### src/rtl/lcd_pkg.sv
// Shared constants, state encodings and character helper for the LCD hex display.
package lcd_pkg;

   // HD44780 command bytes
   localparam logic [7:0] FUNC_SET = 8'h38;  // 8-bit bus, 2 lines, 5x8 font
   localparam logic [7:0] DISP_ON  = 8'h0C;  // display on, cursor off
   localparam logic [7:0] CLEAR    = 8'h01;  // clear display (slow command)
   localparam logic [7:0] ENTRY    = 8'h06;  // increment address, no shift
   localparam logic [7:0] LINE0    = 8'h80;  // DDRAM address 0x00
   localparam logic [7:0] LINE1    = 8'hC0;  // DDRAM address 0x40

   typedef enum logic [1:0] {
      ST_PWRUP,
      ST_INIT,
      ST_IDLE,
      ST_REFRESH
   } state_e;

   typedef enum logic [1:0] {
      WR_IDLE,
      WR_SETUP,
      WR_EN,
      WR_WAIT
   } wr_phase_e;

   // 0-9 -> '0'-'9', A-F -> 'A'-'F'
   function automatic logic [7:0] hex_to_ascii(input logic [3:0] nib);
      logic [7:0] ch;
      if (nib < 4'd10) ch = 8'h30 + {4'h0, nib};
      else             ch = 8'h37 + {4'h0, nib};
      return ch;
   endfunction

   // Init command sequence, in the order it is sent
   function automatic logic [7:0] init_cmd(input logic [1:0] idx);
      logic [7:0] cmd;
      case (idx)
         2'd0:    cmd = FUNC_SET;
         2'd1:    cmd = DISP_ON;
         2'd2:    cmd = CLEAR;
         default: cmd = ENTRY;
      endcase
      return cmd;
   endfunction

endpackage

### src/rtl/lcd_byte_writer.sv
// Drives one LCD bus transaction: a setup cycle, an EN pulse, then a hold/wait.
// A new byte may be started in the cycle oDone is high so bytes chain with no gap.
module lcd_byte_writer
   import lcd_pkg::*;
#(
   parameter int EN_PULSE_CYC   = 16,
   parameter int CMD_WAIT_CYC   = 2000,
   parameter int CLEAR_WAIT_CYC = 82000,
   parameter int CNT_W          = 17
) (
   input  logic       iCLK,
   input  logic       iRST_N,
   input  logic       iStart,
   input  logic       iRS,
   input  logic [7:0] iByte,
   input  logic       iLong,
   output logic       oDone,
   output logic       LCD_EN,
   output logic       LCD_RS,
   output logic [7:0] LCD_DATA
);

   wr_phase_e        phase_q, phase_d;
   logic [CNT_W-1:0] cnt_q, cnt_d;
   logic             en_q, en_d;
   logic             rs_q, rs_d;
   logic [7:0]       data_q, data_d;
   logic             long_q, long_d;
   logic             done;

   assign done     = (phase_q == WR_WAIT) && (cnt_q == '0);
   assign oDone    = done;
   assign LCD_EN   = en_q;
   assign LCD_RS   = rs_q;
   assign LCD_DATA = data_q;

   // Phase sequencing; RS/DATA only load on a start, so they are frozen while EN is high
   always_comb begin
      phase_d = phase_q;
      cnt_d   = cnt_q;
      en_d    = en_q;
      rs_d    = rs_q;
      data_d  = data_q;
      long_d  = long_q;
      case (phase_q)
         WR_SETUP: begin
            phase_d = WR_EN;
            en_d    = 1'b1;
            cnt_d   = CNT_W'(EN_PULSE_CYC - 1);
         end
         WR_EN: begin
            if (cnt_q == '0) begin
               phase_d = WR_WAIT;
               en_d    = 1'b0;
               cnt_d   = long_q ? CNT_W'(CLEAR_WAIT_CYC - 1) : CNT_W'(CMD_WAIT_CYC - 1);
            end else begin
               cnt_d = cnt_q - 1'b1;
            end
         end
         WR_WAIT: begin
            if (cnt_q == '0) phase_d = WR_IDLE;
            else             cnt_d   = cnt_q - 1'b1;
         end
         default: ;
      endcase
      if (iStart && (phase_q == WR_IDLE || done)) begin
         phase_d = WR_SETUP;
         en_d    = 1'b0;
         rs_d    = iRS;
         data_d  = iByte;
         long_d  = iLong;
      end
   end

   // State registers; reset drops EN immediately, even mid-pulse
   always_ff @(posedge iCLK or negedge iRST_N) begin
      if (!iRST_N) begin
         phase_q <= WR_IDLE;
         cnt_q   <= '0;
         en_q    <= 1'b0;
         rs_q    <= 1'b0;
         data_q  <= 8'h00;
         long_q  <= 1'b0;
      end else begin
         phase_q <= phase_d;
         cnt_q   <= cnt_d;
         en_q    <= en_d;
         rs_q    <= rs_d;
         data_q  <= data_d;
         long_q  <= long_d;
      end
   end

endmodule

### src/rtl/lcd_multi_hex_display.sv
// Latches up to NUM_WORDS words and shows each in hex on its own 16x2 LCD line.
// Owns power-up wait, HD44780 init and refresh-on-change sequencing.
module lcd_multi_hex_display
   import lcd_pkg::*;
#(
   parameter int WORD_W         = 32,
   parameter int NUM_WORDS      = 2,
   parameter int SEL_W          = 1,
   parameter int EN_PULSE_CYC   = 16,
   parameter int CMD_WAIT_CYC   = 2000,
   parameter int CLEAR_WAIT_CYC = 82000,
   parameter int POWERUP_CYC    = 750000
) (
   input  logic              iCLK,
   input  logic              iRST_N,
   input  logic              iSET,
   input  logic [SEL_W-1:0]  iSEL,
   input  logic [WORD_W-1:0] iDATA,
   output logic              oREADY,
   output logic              oBUSY,
   output logic [7:0]        LCD_DATA,
   output logic              LCD_RW,
   output logic              LCD_EN,
   output logic              LCD_RS
);

   localparam int NCH      = WORD_W / 4;
   localparam int MAX_A    = (POWERUP_CYC > CLEAR_WAIT_CYC) ? POWERUP_CYC : CLEAR_WAIT_CYC;
   localparam int MAX_B    = (CMD_WAIT_CYC > EN_PULSE_CYC) ? CMD_WAIT_CYC : EN_PULSE_CYC;
   localparam int WAIT_MAX = (MAX_A > MAX_B) ? MAX_A : MAX_B;
   localparam int WAIT_W   = $clog2(WAIT_MAX + 1);

   state_e                             state_q, state_d;
   logic [WAIT_W-1:0]                  wait_q, wait_d;
   logic [1:0]                         idx_q, idx_d;
   logic                               line_q, line_d;
   logic [3:0]                         char_q, char_d;
   logic                               in_cmd_q, in_cmd_d;
   logic                               dirty_q, dirty_d;
   logic                               ready_q, ready_d;
   logic                               busy_q, busy_d;
   logic [NUM_WORDS-1:0][WORD_W-1:0]   shadow_q, shadow_d;
   logic [NUM_WORDS-1:0][WORD_W-1:0]   disp_q, disp_d;

   logic              start, st_rs, st_long, wr_done;
   logic [7:0]        st_byte;
   logic [WORD_W-1:0] cur_word;
   logic [3:0]        nxt_char;
   logic [5:0]        sh;
   logic [7:0]        nxt_ascii;

   assign oREADY = ready_q;
   assign oBUSY  = busy_q;
   assign LCD_RW = 1'b0;

   // Next character to send: the first one right after the line command, else the following one
   always_comb begin
      cur_word = '0;
      for (int w = 0; w < NUM_WORDS; w++)
         if (32'(line_q) == w) cur_word = disp_q[w];
      nxt_char  = in_cmd_q ? 4'd0 : char_q + 4'd1;
      sh        = 6'(4 * (NCH - 1)) - {nxt_char, 2'b00};
      nxt_ascii = hex_to_ascii(4'(cur_word >> sh));
   end

   // Sequencer, capture and snapshot logic
   always_comb begin
      state_d  = state_q;
      wait_d   = wait_q;
      idx_d    = idx_q;
      line_d   = line_q;
      char_d   = char_q;
      in_cmd_d = in_cmd_q;
      dirty_d  = dirty_q;
      ready_d  = ready_q;
      shadow_d = shadow_q;
      disp_d   = disp_q;
      start    = 1'b0;
      st_rs    = 1'b0;
      st_byte  = 8'h00;
      case (state_q)
         ST_PWRUP: begin
            if (wait_q == WAIT_W'(POWERUP_CYC - 1)) begin
               state_d = ST_INIT;
               idx_d   = 2'd0;
               start   = 1'b1;
               st_byte = init_cmd(2'd0);
            end else begin
               wait_d = wait_q + 1'b1;
            end
         end
         ST_INIT: begin
            if (wr_done) begin
               if (idx_q == 2'd3) begin
                  ready_d = 1'b1;
                  state_d = ST_IDLE;
               end else begin
                  idx_d   = idx_q + 2'd1;
                  start   = 1'b1;
                  st_byte = init_cmd(idx_q + 2'd1);
               end
            end
         end
         ST_IDLE: begin
            // Snapshot uses the shadows as of the previous edge; the line-0
            // command does not depend on them, so it starts in the same cycle.
            if (dirty_q) begin
               disp_d   = shadow_q;
               dirty_d  = 1'b0;
               state_d  = ST_REFRESH;
               line_d   = 1'b0;
               in_cmd_d = 1'b1;
               start    = 1'b1;
               st_byte  = LINE0;
            end
         end
         default: begin
            if (wr_done) begin
               if (in_cmd_q) begin
                  in_cmd_d = 1'b0;
                  char_d   = 4'd0;
                  start    = 1'b1;
                  st_rs    = 1'b1;
                  st_byte  = nxt_ascii;
               end else if (char_q == 4'(NCH - 1)) begin
                  if (32'(line_q) == NUM_WORDS - 1) begin
                     state_d = ST_IDLE;
                  end else begin
                     line_d   = 1'b1;
                     in_cmd_d = 1'b1;
                     start    = 1'b1;
                     st_byte  = LINE1;
                  end
               end else begin
                  char_d  = nxt_char;
                  start   = 1'b1;
                  st_rs   = 1'b1;
                  st_byte = nxt_ascii;
               end
            end
         end
      endcase
      // A capture always wins over the snapshot's dirty clear
      for (int w = 0; w < NUM_WORDS; w++)
         if (iSET && (32'(iSEL) == w)) begin
            shadow_d[w] = iDATA;
            dirty_d     = 1'b1;
         end
      st_long = !st_rs && (st_byte == CLEAR);
      busy_d  = (state_d != ST_IDLE) || dirty_d;
   end

   // State registers
   always_ff @(posedge iCLK or negedge iRST_N) begin
      if (!iRST_N) begin
         state_q  <= ST_PWRUP;
         wait_q   <= '0;
         idx_q    <= 2'd0;
         line_q   <= 1'b0;
         char_q   <= 4'd0;
         in_cmd_q <= 1'b0;
         dirty_q  <= 1'b1;
         ready_q  <= 1'b0;
         busy_q   <= 1'b1;
         shadow_q <= '0;
         disp_q   <= '0;
      end else begin
         state_q  <= state_d;
         wait_q   <= wait_d;
         idx_q    <= idx_d;
         line_q   <= line_d;
         char_q   <= char_d;
         in_cmd_q <= in_cmd_d;
         dirty_q  <= dirty_d;
         ready_q  <= ready_d;
         busy_q   <= busy_d;
         shadow_q <= shadow_d;
         disp_q   <= disp_d;
      end
   end

   lcd_byte_writer #(
      .EN_PULSE_CYC  (EN_PULSE_CYC),
      .CMD_WAIT_CYC  (CMD_WAIT_CYC),
      .CLEAR_WAIT_CYC(CLEAR_WAIT_CYC),
      .CNT_W         (WAIT_W)
   ) u_writer (
      .iCLK    (iCLK),
      .iRST_N  (iRST_N),
      .iStart  (start),
      .iRS     (st_rs),
      .iByte   (st_byte),
      .iLong   (st_long),
      .oDone   (wr_done),
      .LCD_EN  (LCD_EN),
      .LCD_RS  (LCD_RS),
      .LCD_DATA(LCD_DATA)
   );

endmodule

### config.mk
export PLATFORM = sky130hd
export DESIGN_NAME = lcd_multi_hex_display
export DESIGN_NICKNAME = d
export VERILOG_FILES = /design/src/rtl/lcd_pkg.sv /design/src/rtl/lcd_byte_writer.sv /design/src/rtl/lcd_multi_hex_display.sv
export SDC_FILE = /design/constraint.sdc
export NUM_CORES = 1
export LEC_CHECK = 0
export BUFFER_PORTS_ARGS = -buffer_cell sky130_fd_sc_hd__buf_2
export CAP_MARGIN = 10
export CORE_MARGIN = 5
export CORE_UTILIZATION = 45
export CTS_BUF_LIST = sky130_fd_sc_hd__clkbuf_8
export CTS_CLUSTER_DIAMETER = 100
export DETAILED_ROUTE_END_ITERATION = 6
export GPL_TIMING_DRIVEN = 0
export SETUP_SLACK_MARGIN = 0.15
export SLEW_MARGIN = 20
export SYNTH_ARGS = -nofsm -noshare
export SYNTH_HDL_FRONTEND = slang
export SYNTH_HIERARCHICAL = 1
export SYNTH_SLANG_ARGS = --single-unit
export TNS_END_PERCENT = 100
### constraint.sdc
create_clock -name iCLK -period 5.1 [get_ports iCLK]
set_input_delay 0.765 -clock iCLK [delete_from_list [all_inputs] [get_ports iCLK]]
set_output_delay 0.765 -clock iCLK [all_outputs]
set_load 0.03 [all_outputs]
==> impl_metrics.py <==
metrics = {
    "status": {
        "result_of_the_run": "completed",
    },
    "routing": {
        "drtPass1Iterations": 5,
        "drt_iter0_drc": 441,
        "avgRoutedWirePerCell_um": 18.1,
        "postRouteWirelength_um": 19100,
        "drt.antenna.violating_nets": 0,
        "via_count": 5805,
        "via_per_inst": 5.49,
        "route.detailed.drc": 0,
    },
    "logic_synthesis": {
        "synthesis.instances": 707,
        "synth.cells.most_frequent": "dfrtp_1 (192), mux2_2 (134), nand2_1 (49)",
        "synth_warnings": 6,
        "async_flop_share_pct": 100,
        "area_share_of_the_leading_cell_type_in_the_synthesized_netlist_pct": 52.7,
        "sequential_area_share_after_synthesis_pct": 53.3,
        "syn_avg_cell_area_um2": 12.9,
        "synth_area_leader_cell": "dfrtp_1",
        "synthMostInstantiatedCell": "dfrtp_1",
        "netlist_area_before_placement_um2": 9110,
        "synth.net_count": 758,
        "synth.ff_latch_count": 194,
        "synth-main-ff-cell": "dfrtp_1",
        "synth-edff-count": 0,
        "post_synth_main_area_contributors": "dfrtp_1 (53%), mux2_2 (17%), mux4_2 (2.2%)",
        "synth_cell_types": 77,
    },
    "timing": {
        "final.min_clock_period_ns": 3.74,
        "maxClockFrequency_mhz": 268,
        "grt_setup_unrepaired": "false",
        "slew_viol_final": 0,
        "timing.hold.ws_ns": 0.255,
        "max_slew.worst_pin.slew_ns": 0.812,
        "timing_hold_violations_final": 0,
        "timing.clock.skew_ns": 0.0167,
        "max_slew_margin_pct": 45.9,
        "finalSetupTns_ns": 0,
        "min_period_over_period_pct": 73.3,
        "finalSetupViolations": 0,
    },
    "setup_path": {
        "crit_required_ns": 5.51,
        "critical_path_arrival_ns": 4.14,
        "cp-end-kind": "flip-flop",
        "critPathMaxStageDelay_ns": 0.47,
        "critical_path.cell_chain": "inv_1 > ha_1 > or4b_4 > nor2_1 > nand2_1 > nor2_1 > nand3_1 > or2_2 > clkbuf_1 > clkinv_1 > nand4b_1 > nand3_1 > mux2_4",
        "slowest_stage": "or4b_4",
        "startpoint_type": "flip-flop",
        "regToRegStartpoint": "u_writer/cnt_q[0]$_DFFE_PN0P_",
        "criticalPathCategory": "flip-flop to flip-flop",
        "setup.worst_path.start": "u_writer/cnt_q[0]$_DFFE_PN0P_",
        "critical_path.max_fanout": 8,
    },
    "placed_design": {
        "dp_wirelength_um": 13700,
        "port-buffer-count": 47,
        "place_inst": 1025,
        "finalWeightedCongestion": 0.857,
    },
    "clock_network": {
        "postCtsResizedCells": 0,
        "worstSkewPairLatency_ns": 0.46,
        "cts-hold-fix-buffers": 0,
        "tritoncts_num_sinks": 194,
        "cts_max_path_buffers": 2,
        "clk_root_buffer_cell": "clkbuf_8",
        "tritoncts": "built",
        "post_cts.repair.setup_buffers": 0,
        "path_clk_slew_ns": 0.10,
        "h-tree-depth": 4,
        "cts_made_buffers": 17,
    },
    "global_route": {
        "globalRouteMet3Util_pct": 3.49,
        "global_route.overflow_total": 0,
        "grt_first_pass_wirelength_um": 32100,
        "grt_usage_pct": 17.0,
        "global_route.usage.met1_pct": 22.8,
        "grt.met2_usage_pct": 28.5,
        "initial_antenna_violation_count": 0,
        "gr-max-usage-layer": "met2",
        "first_global_vias": 6169,
        "grt_start_max_net_pins": 106,
    },
    "final_layout": {
        "finish.cell_count_without_fillers": 1057,
        "multi_input_comb_area_um2": 4030,
        "utilization_pct": 50.4,
        "diodes": 0,
        "layout.nets": 825,
        "layout-drive-gt1-share_pct": 34.3,
        "layout-area-overhead-vs-synth_pct": 11.2,
        "nFillCells": 1799,
        "register_area_um2": 4860,
    },
    "pwr": {
        "vdd.ir_drop.worst_uv": 161,
        "power.total_w": 0.00282,
        "leakage_nw": 4.87,
        "power-per-cell-area_nw_per_um2": 278,
    },
    "job": {
        "max_cap_viol_count": 0,
    },
    "die": {
        "die_w_um": 152,
        "core_area_um2": 20100,
        "start_util_pct": 45.3,
        "die_h_um": 152,
        "die_area_um2": 23200,
        "io_pins": 49,
        "core.rowCount": 52,
    },
    "hold_path": {
        "timing.hold.worst.class": "input pin to asynchronous set/reset pin",
    },
}
-- final timing paths --
check	endpoint	slack, ns	cells after the start
max in group asynchronous	disp_q[60]$_DFFE_PN0P_	3.92	2
setup / recovery	u_writer/LCD_DATA[3]$_DFFE_PN0P_	1.36	13
setup reg to reg	u_writer/LCD_DATA[3]$_DFFE_PN0P_	1.36	13
hold / removal	wait_q[14]$_DFFE_PN0P_	0.26	1
hold reg to reg	oREADY$_DFFE_PN0P_	0.47	1
min in group iCLK	oREADY$_DFFE_PN0P_	0.47	1
-- area by class of cell --
type / count / share of cell area, %
buffer: 32 / 1.70
tap: 270 / 3.33
clock buffer: 20 / 2.72
inverter: 12 / 0.445
sequential: 194 / 47.9
timing repair buffer: 48 / 2.69
multi-input combinational: 469 / 39.8
clock inverter: 12 / 1.36
-- cells in the final DEF (no fill, tap or decap), types with 4 or more instances in the layout --
cell,instances
mux4_2,9
nor4_1,8
xnor2_1,15
inv_1,11
buf_6,4
o211ai_1,6
a21oi_1,13
nand4_1,5
nand3_1,20
mux2_4,9
clkbuf_1,10
a31oi_1,4
ha_1,15
clkbuf_8,20
or3_1,7
or4_1,7
inv_8,5
nand2_1,49
nor2_1,28
dfrtp_1,192
mux2i_1,15
or2_2,7
mux2_2,134
xor2_1,15
buf_1,12
nor3_1,8
buf_2,49
o21ai_0,14
o31ai_1,5
-- per-stage QoR --
stage          setup slack (ns)  instance area (um2)
6_report                   1.36                10100
5_1_grt                    1.04                10100
4_1_cts                    1.40                10100
3_5_place_dp               1.42                 9720
3_3_place_gp              0.246                 9680
2_1_floorplan              2.12                 9110
-- logic make-up (layout without fill, tap and decap cells) --
family / after synthesis / count (layout) / synth area share (%)
XOR/XNOR: 30 / 30 / 2.88
flip-flops: 194 / 194 / 53.3
AO/OA/AOI/OAI: 82 / 82 / 6.48
AND/OR/NAND/NOR: 172 / 172 / 10.3
multiplexers: 169 / 169 / 22.5
buffers and inverters: 44 / 124 / 2.39
other: 1 / 1 / 0.0412
adder cells (fa/ha/maj): 15 / 15 / 2.06
-- worst max-delay path: cells and delay by family, from the launching register on --
kind / cells / cell delay, ns
multiplexers: 1 / 0.15
flip-flops: 1 / 0.43
AND/OR/NAND/NOR: 8 / 2.37
adder cells (fa/ha/maj): 1 / 0.19
buffers and inverters: 3 / 0.56
-- registers in the layout, summed over array words and instances, names as in the netlist, 4 cells and up --
name / count
char_q: 4
disp_q: 64
shadow_q: 64
u_writer/LCD_DATA: 8
u_writer/cnt_q: 20
wait_q: 20
-- report_power, final --
| group | internal (W) | switching [W] |
|---|---|---|
| registers | 0.00161 | 0.0000368 |
| logic | 0.0000770 | 0.0000684 |
| clock network | 0.000448 | 0.000573 |
| total | 0.00214 | 0.000678 |
-- layer usage --
| layer | up-vias | part of all wire (%) |
|---|---|---|
| met1 | 2961 | 46 |
| met3 | 20 | 3.5 |
| met5 | - | 0 |
| met4 | 0 | 1.4 |
| met2 | 121 | 49 |
| li1 | 2703 | - |
Power figures use the tool's default switching activity.
